## config.mk

```make
export PLATFORM = sky130hd
export DESIGN_NAME = aes_128_encipher
export DESIGN_NICKNAME = d
export VERILOG_FILES = /design/src/rtl/aes_128_pkg.sv /design/src/rtl/aes_128_mixw.sv /design/src/rtl/aes_128_encipher.sv
export SDC_FILE = /design/constraint.sdc
export NUM_CORES = 1
export LEC_CHECK = 0
export ABC_AREA = 0
export BUFFER_PORTS_ARGS = -buffer_cell sky130_fd_sc_hd__buf_2
export CAP_MARGIN = 20
export CELL_PAD_IN_SITES_DETAIL_PLACEMENT = 0
export CELL_PAD_IN_SITES_GLOBAL_PLACEMENT = 1
export CORE_UTILIZATION = 50
export DETAILED_ROUTE_END_ITERATION = 7
export GPL_ROUTABILITY_DRIVEN = 0
export PLACE_DENSITY_LB_ADDON = 0.05
export RECOVER_POWER = 50
export SYNTH_ARGS = -nofsm -noshare
export SYNTH_HDL_FRONTEND = slang
export SYNTH_HIERARCHICAL = 1
export SYNTH_SLANG_ARGS = --single-unit
```

## constraint.sdc

```tcl
create_clock -name clk -period 5 [get_ports clk]
set_clock_uncertainty 0.15 [all_clocks]
set_input_delay 0.5 -clock clk [delete_from_list [all_inputs] [get_ports clk]]
set_output_delay 0.5 -clock clk [all_outputs]
set_load 0.005 [all_outputs]
```

## src/rtl/aes_128_pkg.sv

```systemverilog
// aes_128_pkg: shared constants, FSM state encoding and GF(2^8) helpers
// for the AES-128 encipher datapath.
package aes_128_pkg;

  localparam int unsigned NUM_ROUNDS = 10;
  localparam int unsigned ROUND_W    = 4;
  localparam int unsigned BLOCK_W    = 128;
  localparam int unsigned WORD_W     = 32;

  typedef enum logic [2:0] {
    ST_IDLE = 3'd0,
    ST_INIT = 3'd1,
    ST_SBOX = 3'd2,
    ST_MAIN = 3'd3,
    ST_DONE = 3'd4
  } aes_state_e;

  // Multiply by x in GF(2^8) modulo x^8 + x^4 + x^3 + x + 1.
  function automatic logic [7:0] xtime(input logic [7:0] a);
    return {a[6:0], 1'b0} ^ (a[7] ? 8'h1b : 8'h00);
  endfunction

  // General GF(2^8) multiply by shift-and-add.
  function automatic logic [7:0] gf_mul(input logic [7:0] a, input logic [7:0] b);
    logic [7:0] p;
    logic [7:0] x;
    p = 8'h00;
    x = a;
    for (int i = 0; i < 8; i++) begin
      if (b[i]) p = p ^ x;
      x = xtime(x);
    end
    return p;
  endfunction

endpackage

```

## src/rtl/aes_128_mixw.sv

```systemverilog
// aes_128_mixw: MixColumns applied to one 32-bit state column.
// Ports:
//   col     - input column, byte 0 in [31:24]
//   mixed_c - combinational mixed column
module aes_128_mixw
  import aes_128_pkg::*;
(
  input  logic [WORD_W-1:0] col,
  output logic [WORD_W-1:0] mixed_c
);

  logic [7:0] a0, a1, a2, a3;

  assign a0 = col[31:24];
  assign a1 = col[23:16];
  assign a2 = col[15:8];
  assign a3 = col[7:0];

  assign mixed_c = {
    gf_mul(a0, 8'h02) ^ gf_mul(a1, 8'h03) ^ a2 ^ a3,
    a0 ^ gf_mul(a1, 8'h02) ^ gf_mul(a2, 8'h03) ^ a3,
    a0 ^ a1 ^ gf_mul(a2, 8'h02) ^ gf_mul(a3, 8'h03),
    gf_mul(a0, 8'h03) ^ a1 ^ a2 ^ gf_mul(a3, 8'h02)
  };

endmodule

```

## src/rtl/aes_128_encipher.sv

```systemverilog
// aes_128_encipher: iterative AES-128 encryption core. One INIT cycle,
// then per round four S-box cycles (one word each, through the external
// shared S-box) and one ShiftRows/MixColumns/AddRoundKey cycle, then DONE.
// Ports:
//   clk, reset_n  - clock, asynchronous active-low reset
//   next          - start request (IDLE only), key_ready - round keys valid
//   block         - plaintext, round_key - key for index on 'round'
//   new_sbox      - substituted word for the word on 'sbox'
//   round, sbox   - key-memory index and word to the S-box
//   new_block     - registered ciphertext, ready - idle with valid result
//   err           - sticky start-without-key flag
// Build option: define AES_128_ENC_KEYCHK_EN to enable err; otherwise err = 0.
module aes_128_encipher
  import aes_128_pkg::*;
(
  input  logic               clk,
  input  logic               reset_n,
  input  logic               next,
  input  logic               key_ready,
  input  logic [BLOCK_W-1:0] block,
  input  logic [BLOCK_W-1:0] round_key,
  input  logic [WORD_W-1:0]  new_sbox,
  output logic [ROUND_W-1:0] round,
  output logic [WORD_W-1:0]  sbox,
  output logic [BLOCK_W-1:0] new_block,
  output logic               ready,
  output logic               err
);

  aes_state_e         fsm_q, fsm_d;
  logic [ROUND_W-1:0] cnt_q, cnt_d;
  logic [1:0]         w_q, w_d;
  logic [BLOCK_W-1:0] st_q, st_d;
  logic [BLOCK_W-1:0] blk_q, blk_d;
  logic [BLOCK_W-1:0] nb_q, nb_d;
  logic               rdy_q, rdy_d;
  logic [BLOCK_W-1:0] sr_w, mc_w;
  logic [WORD_W-1:0]  cur_word;
  logic               accept_c;

  assign accept_c = (fsm_q == ST_IDLE) && next && key_ready;

  // ShiftRows as wiring (column-major state, byte 0 in MSBs), then MixColumns per column.
  for (genvar c = 0; c < 4; c++) begin : g_col
    for (genvar r = 0; r < 4; r++) begin : g_row
      assign sr_w[BLOCK_W-1-8*(r+4*c) -: 8] = st_q[BLOCK_W-1-8*(r+4*((c+r)%4)) -: 8];
    end
    aes_128_mixw u_mixw (
      .col     (sr_w[BLOCK_W-1-WORD_W*c -: WORD_W]),
      .mixed_c (mc_w[BLOCK_W-1-WORD_W*c -: WORD_W])
    );
  end

  // State word currently being substituted.
  always_comb begin
    cur_word = st_q[127:96];
    case (w_q)
      2'd0:    cur_word = st_q[127:96];
      2'd1:    cur_word = st_q[95:64];
      2'd2:    cur_word = st_q[63:32];
      default: cur_word = st_q[31:0];
    endcase
  end

  assign round     = (fsm_q == ST_SBOX || fsm_q == ST_MAIN) ? cnt_q : '0;
  assign sbox      = (fsm_q == ST_SBOX) ? cur_word : '0;
  assign new_block = nb_q;
  assign ready     = rdy_q;

  // State register.
  always_ff @(posedge clk or negedge reset_n) begin
    if (!reset_n) begin
      fsm_q <= ST_IDLE;
      cnt_q <= '0;
      w_q   <= '0;
      st_q  <= '0;
      blk_q <= '0;
      nb_q  <= '0;
      rdy_q <= 1'b1;
    end else begin
      fsm_q <= fsm_d;
      cnt_q <= cnt_d;
      w_q   <= w_d;
      st_q  <= st_d;
      blk_q <= blk_d;
      nb_q  <= nb_d;
      rdy_q <= rdy_d;
    end
  end

  // Next-state and datapath update.
  always_comb begin
    fsm_d = fsm_q;
    cnt_d = cnt_q;
    w_d   = w_q;
    st_d  = st_q;
    blk_d = blk_q;
    nb_d  = nb_q;
    rdy_d = rdy_q;
    case (fsm_q)
      ST_IDLE: begin
        if (accept_c) begin
          fsm_d = ST_INIT;
          blk_d = block;
          rdy_d = 1'b0;
          cnt_d = '0;
        end
      end
      ST_INIT: begin
        st_d  = blk_q ^ round_key;
        cnt_d = ROUND_W'(1);
        w_d   = '0;
        fsm_d = ST_SBOX;
      end
      ST_SBOX: begin
        case (w_q)
          2'd0:    st_d[127:96] = new_sbox;
          2'd1:    st_d[95:64]  = new_sbox;
          2'd2:    st_d[63:32]  = new_sbox;
          default: st_d[31:0]   = new_sbox;
        endcase
        w_d = w_q + 2'd1;
        if (w_q == 2'd3) fsm_d = ST_MAIN;
      end
      ST_MAIN: begin
        // Final round skips MixColumns.
        st_d = ((cnt_q == ROUND_W'(NUM_ROUNDS)) ? sr_w : mc_w) ^ round_key;
        if (cnt_q < ROUND_W'(NUM_ROUNDS)) begin
          cnt_d = cnt_q + ROUND_W'(1);
          fsm_d = ST_SBOX;
        end else begin
          fsm_d = ST_DONE;
        end
      end
      ST_DONE: begin
        nb_d  = st_q;
        rdy_d = 1'b1;
        fsm_d = ST_IDLE;
      end
      default: fsm_d = ST_IDLE;
    endcase
  end

`ifdef AES_128_ENC_KEYCHK_EN
  logic err_q;

  // Sticky until reset or the next accepted start.
  always_ff @(posedge clk or negedge reset_n) begin
    if (!reset_n) begin
      err_q <= 1'b0;
    end else if (accept_c) begin
      err_q <= 1'b0;
    end else if (fsm_q == ST_IDLE && next && !key_ready) begin
      err_q <= 1'b1;
    end
  end

  assign err = err_q;
`else
  assign err = 1'b0;
`endif

endmodule

```

==> flow_summary.toml <==
[synthesis]
async_reset_ff_share_pct = 100
synth_cell_types = 58
syn_nets = 2464
synthesis.area_mm2 = 0.0266
synth_edf_count = 0
ys_ff_latch = 394
synth_ff_type = "dfrtp_1"
synthCells = 2166
ys_seq_area_share_pct = 37.1
synth_warnings = 6
syn_avg_cell_area_um2 = 12.3

[global_routing]
grt_max_degree = 117
grt_pass1_vias = 20300
grt_busiest_layer = "met2"
overflow = 0
global_route.usage.met1_pct = 51.1
antenna_found_initial = 2
grtUsageTotal_pct = 36.4
grtUsageMet2_pct = 56.2
gr-usage-met3_pct = 5.74
grt_pass1_wl_um = 141000

[placement]
hpwlAfterDp_um = 72200
port_buffers = 456

[worst_setup_path]
startpoint = "fsm_q[2]$_DFFE_PN0P_"
endpoint = "sbox[12]"
critPathKind = "flip-flop to primary output"
reg2reg_to = "st_q[26]$_DFFE_PN0P_"
slowest_delay_ns = 0.91
crit_required_ns = 4.35
worstPathCellList = "clkbuf_1 -> or3b_4 -> nor2_1 -> buf_2"
critPathLaunchType = "flip-flop"
rr_worst_depth = 7
reg2reg_slack_ns = 1.04
slowest_stage = "or3b_4"
critPathArrivalTime_ns = 3.54
crit_path_end_kind = "primary output"
worstPathMaxFanout = 70
r2r-start = "fsm_q[2]$_DFFE_PN0P_"

[sta]
slew_headroom_pct = -89.4
finalCritPeriodShare_pct = 83.8
finalSetupViolCount = 0
final-hold-violation-count = 0
fin_crit_ns = 4.19
rsz0062_at_grt = "false"
slew_violations = 104
fmaxAchievable_ghz = 0.239
setup_tns_ns = 0
worstMarginPinSlew_ns = 2.84
hold_slack_ns = 0.0166

[detailed_routing]
antenna_left = 0
drt-wirelength-per-cell_um = 29.7
drt-total-wl_um = 99400
dr.pass1.iters = 8
viasPerCell = 6.21
drc_errors = 9
vias = 20800
drtIter0Drc = 2331

[power_and_ir_drop]
p_leak_nw = 15.5
ir_worst_vdd_uv = 403
power_density_mw_per_mm2 = 934

[floorplanning]
die_area_mm2 = 0.0540
fp.dieW_um = 232
die_y_um = 232
core_mm2 = 0.0526
initial_core_util_pct = 50.5
ioPinCount = 458
rows = 84

[cts]
cts_tree = "yes"
cts-resized-gates = 0
cts_buffers = 45
cts_root_buffer = "clkbuf_16"
clk_path_buf_depth = 3
cts_setup_buffers = 0
clock_insertion_delay_worst_skew_ns = 0.59
htreeDepth = 2
clkTransAtPathRegs_ns = 0.06
cts.sinks = 394

[job]
max-cap-violations = 1

[layout]
syn_to_final_growth_pct = 19.3
regArea_mm2 = 0.00986
multi_input_area_mm2 = 0.0158
final_cell_mix = "393 x dfrtp_1, 386 x buf_2, 294 x xor2_1"
nFillCells = 4415
layout_commonest_cell = "dfrtp_1"
drive_above_1_share_pct = 30.3
nNetsFinal = 2923

[status]
status = "complete, but fails checks"
failed_checks = "DRC, capacitance limit, slew limit"

[min_path]
hold_class = "primary input to flip-flop"
sequential cells by signal (all words and copies together) (netlist names):
register,flops
fsm_q,3
new_block,128
blk_q,128
w_q,2
st_q,128
cnt_q,4
ready,1
metal layers:
metal  vias up  routed length, um
li1       8889                  -
met4         0               4380
met3       229               8780
met5         -                  0
met2      1125              45400
met1     10600              40900
synthesized netlist by cell type, types with 4 or more instances:
cell type    n  share of area, %
buf_4       19              0.54
dfrtp_1    393                37
xnor2_4      4              0.41
nor2_1     193               2.7
nor3_1      21              0.40
a211o_1      6              0.20
o22a_1       5              0.16
o31ai_1     10              0.28
xor3_1      44               3.9
buf_6        4              0.17
nand3_1      5             0.094
nand2_1     24              0.34
xnor2_2     12              0.74
buf_2       74               1.4
xnor2_1     52               1.7
inv_1       13              0.18
ha_1         6              0.28
nand4_1      8              0.19
a221oi_1    82               2.7
and3_1       5              0.12
a211oi_1     7              0.20
buf_1       13              0.18
mux2_2     259                11
or2_2        4             0.094
xor2_1     294               9.7
mux2i_1    110               4.1
a22o_1      15              0.49
a21oi_1     52              0.98
a222oi_1    32               1.2
clkbuf_1    63              0.89
xnor3_1    132                11
o22ai_1    125               2.9
and4_1       6              0.20
a221oi_2    30               1.7
final cells by class:
type,count,area share (%)
Timing Repair Buffer,589,11.3
Sequential cell,394,31.1
Clock buffer,70,4.36
Multi-Input combinational cell,1582,49.8
Tap cell,688,2.72
Clock inverter,11,0.529
Inverter,13,0.154
Antenna cell,4,0.0316
how the worst min path moves through the flow:
| stage | from | end | slack [ns] | depth (start not counted) |
|---|---|---|---|---|
| finish | block[13] | blk_q[13]$_DFFE_PN0P_ | 0.02 | 2 |
| global placement | ready$_DFFE_PN1P_ | ready$_DFFE_PN1P_ | 0.31 | 2 |
| detailed placement | ready$_DFFE_PN1P_ | ready$_DFFE_PN1P_ | 0.32 | 2 |
| floorplan | reset_n | blk_q[0]$_DFFE_PN0P_ | 0.05 | 0 |
| CTS | block[18] | blk_q[18]$_DFFE_PN0P_ | 0.00004 | 2 |
| global route | block[96] | blk_q[96]$_DFFE_PN0P_ | 0.01 | 2 |
cells by family after synthesis:
logic type	after synthesis	synth area share, %
xor+xnor	538	27.7
compound gates	380	11.3
other cells	1	0.0141
simple gates	288	4.78
fa+ha+maj	6	0.283
buf+inv	190	3.64
flops	394	37.1
mux	369	15.1
through the flow:
| stage | worst slack, ns | utilization, % | std cells | power (mW) | area [um^2] |
|---|---|---|---|---|---|
| 2_1_floorplan | 2.84 | - | 2166 | 20.0 | 26600 |
| 3_3_place_gp | 1.85 | 55.5 | 3162 | 25.4 | 29200 |
| 3_5_place_dp | 1.75 | 55.5 | 3162 | 25.7 | 29200 |
| 4_1_cts | 1.28 | 60.4 | 3345 | 29.3 | 31700 |
| 5_1_grt | 0.708 | 60.3 | 3348 | 30.9 | 31700 |
| 6_report | 0.808 | 60.3 | 3351 | 29.6 | 31700 |
timing repair:
item,in CTS,in global routing
endpoints found under the hold margin,204,0
setup endpoints to repair,0,0
hold buffers,102,0
where the power goes:
part | total [mW] | internal [mW] | switching, mW
logic | 18.9 | 9.85 | 9.00
clock network | 3.50 | 2.10 | 1.40
registers | 7.23 | 4.29 | 2.94
critical path, delay by kind of cell, from the launching register on:
family,cells,cell delay [ns]
buffers and inverters,2,1.04
DFF,1,0.62
and+or+nand+nor,2,1.23
Power figures use the tool's default switching activity.
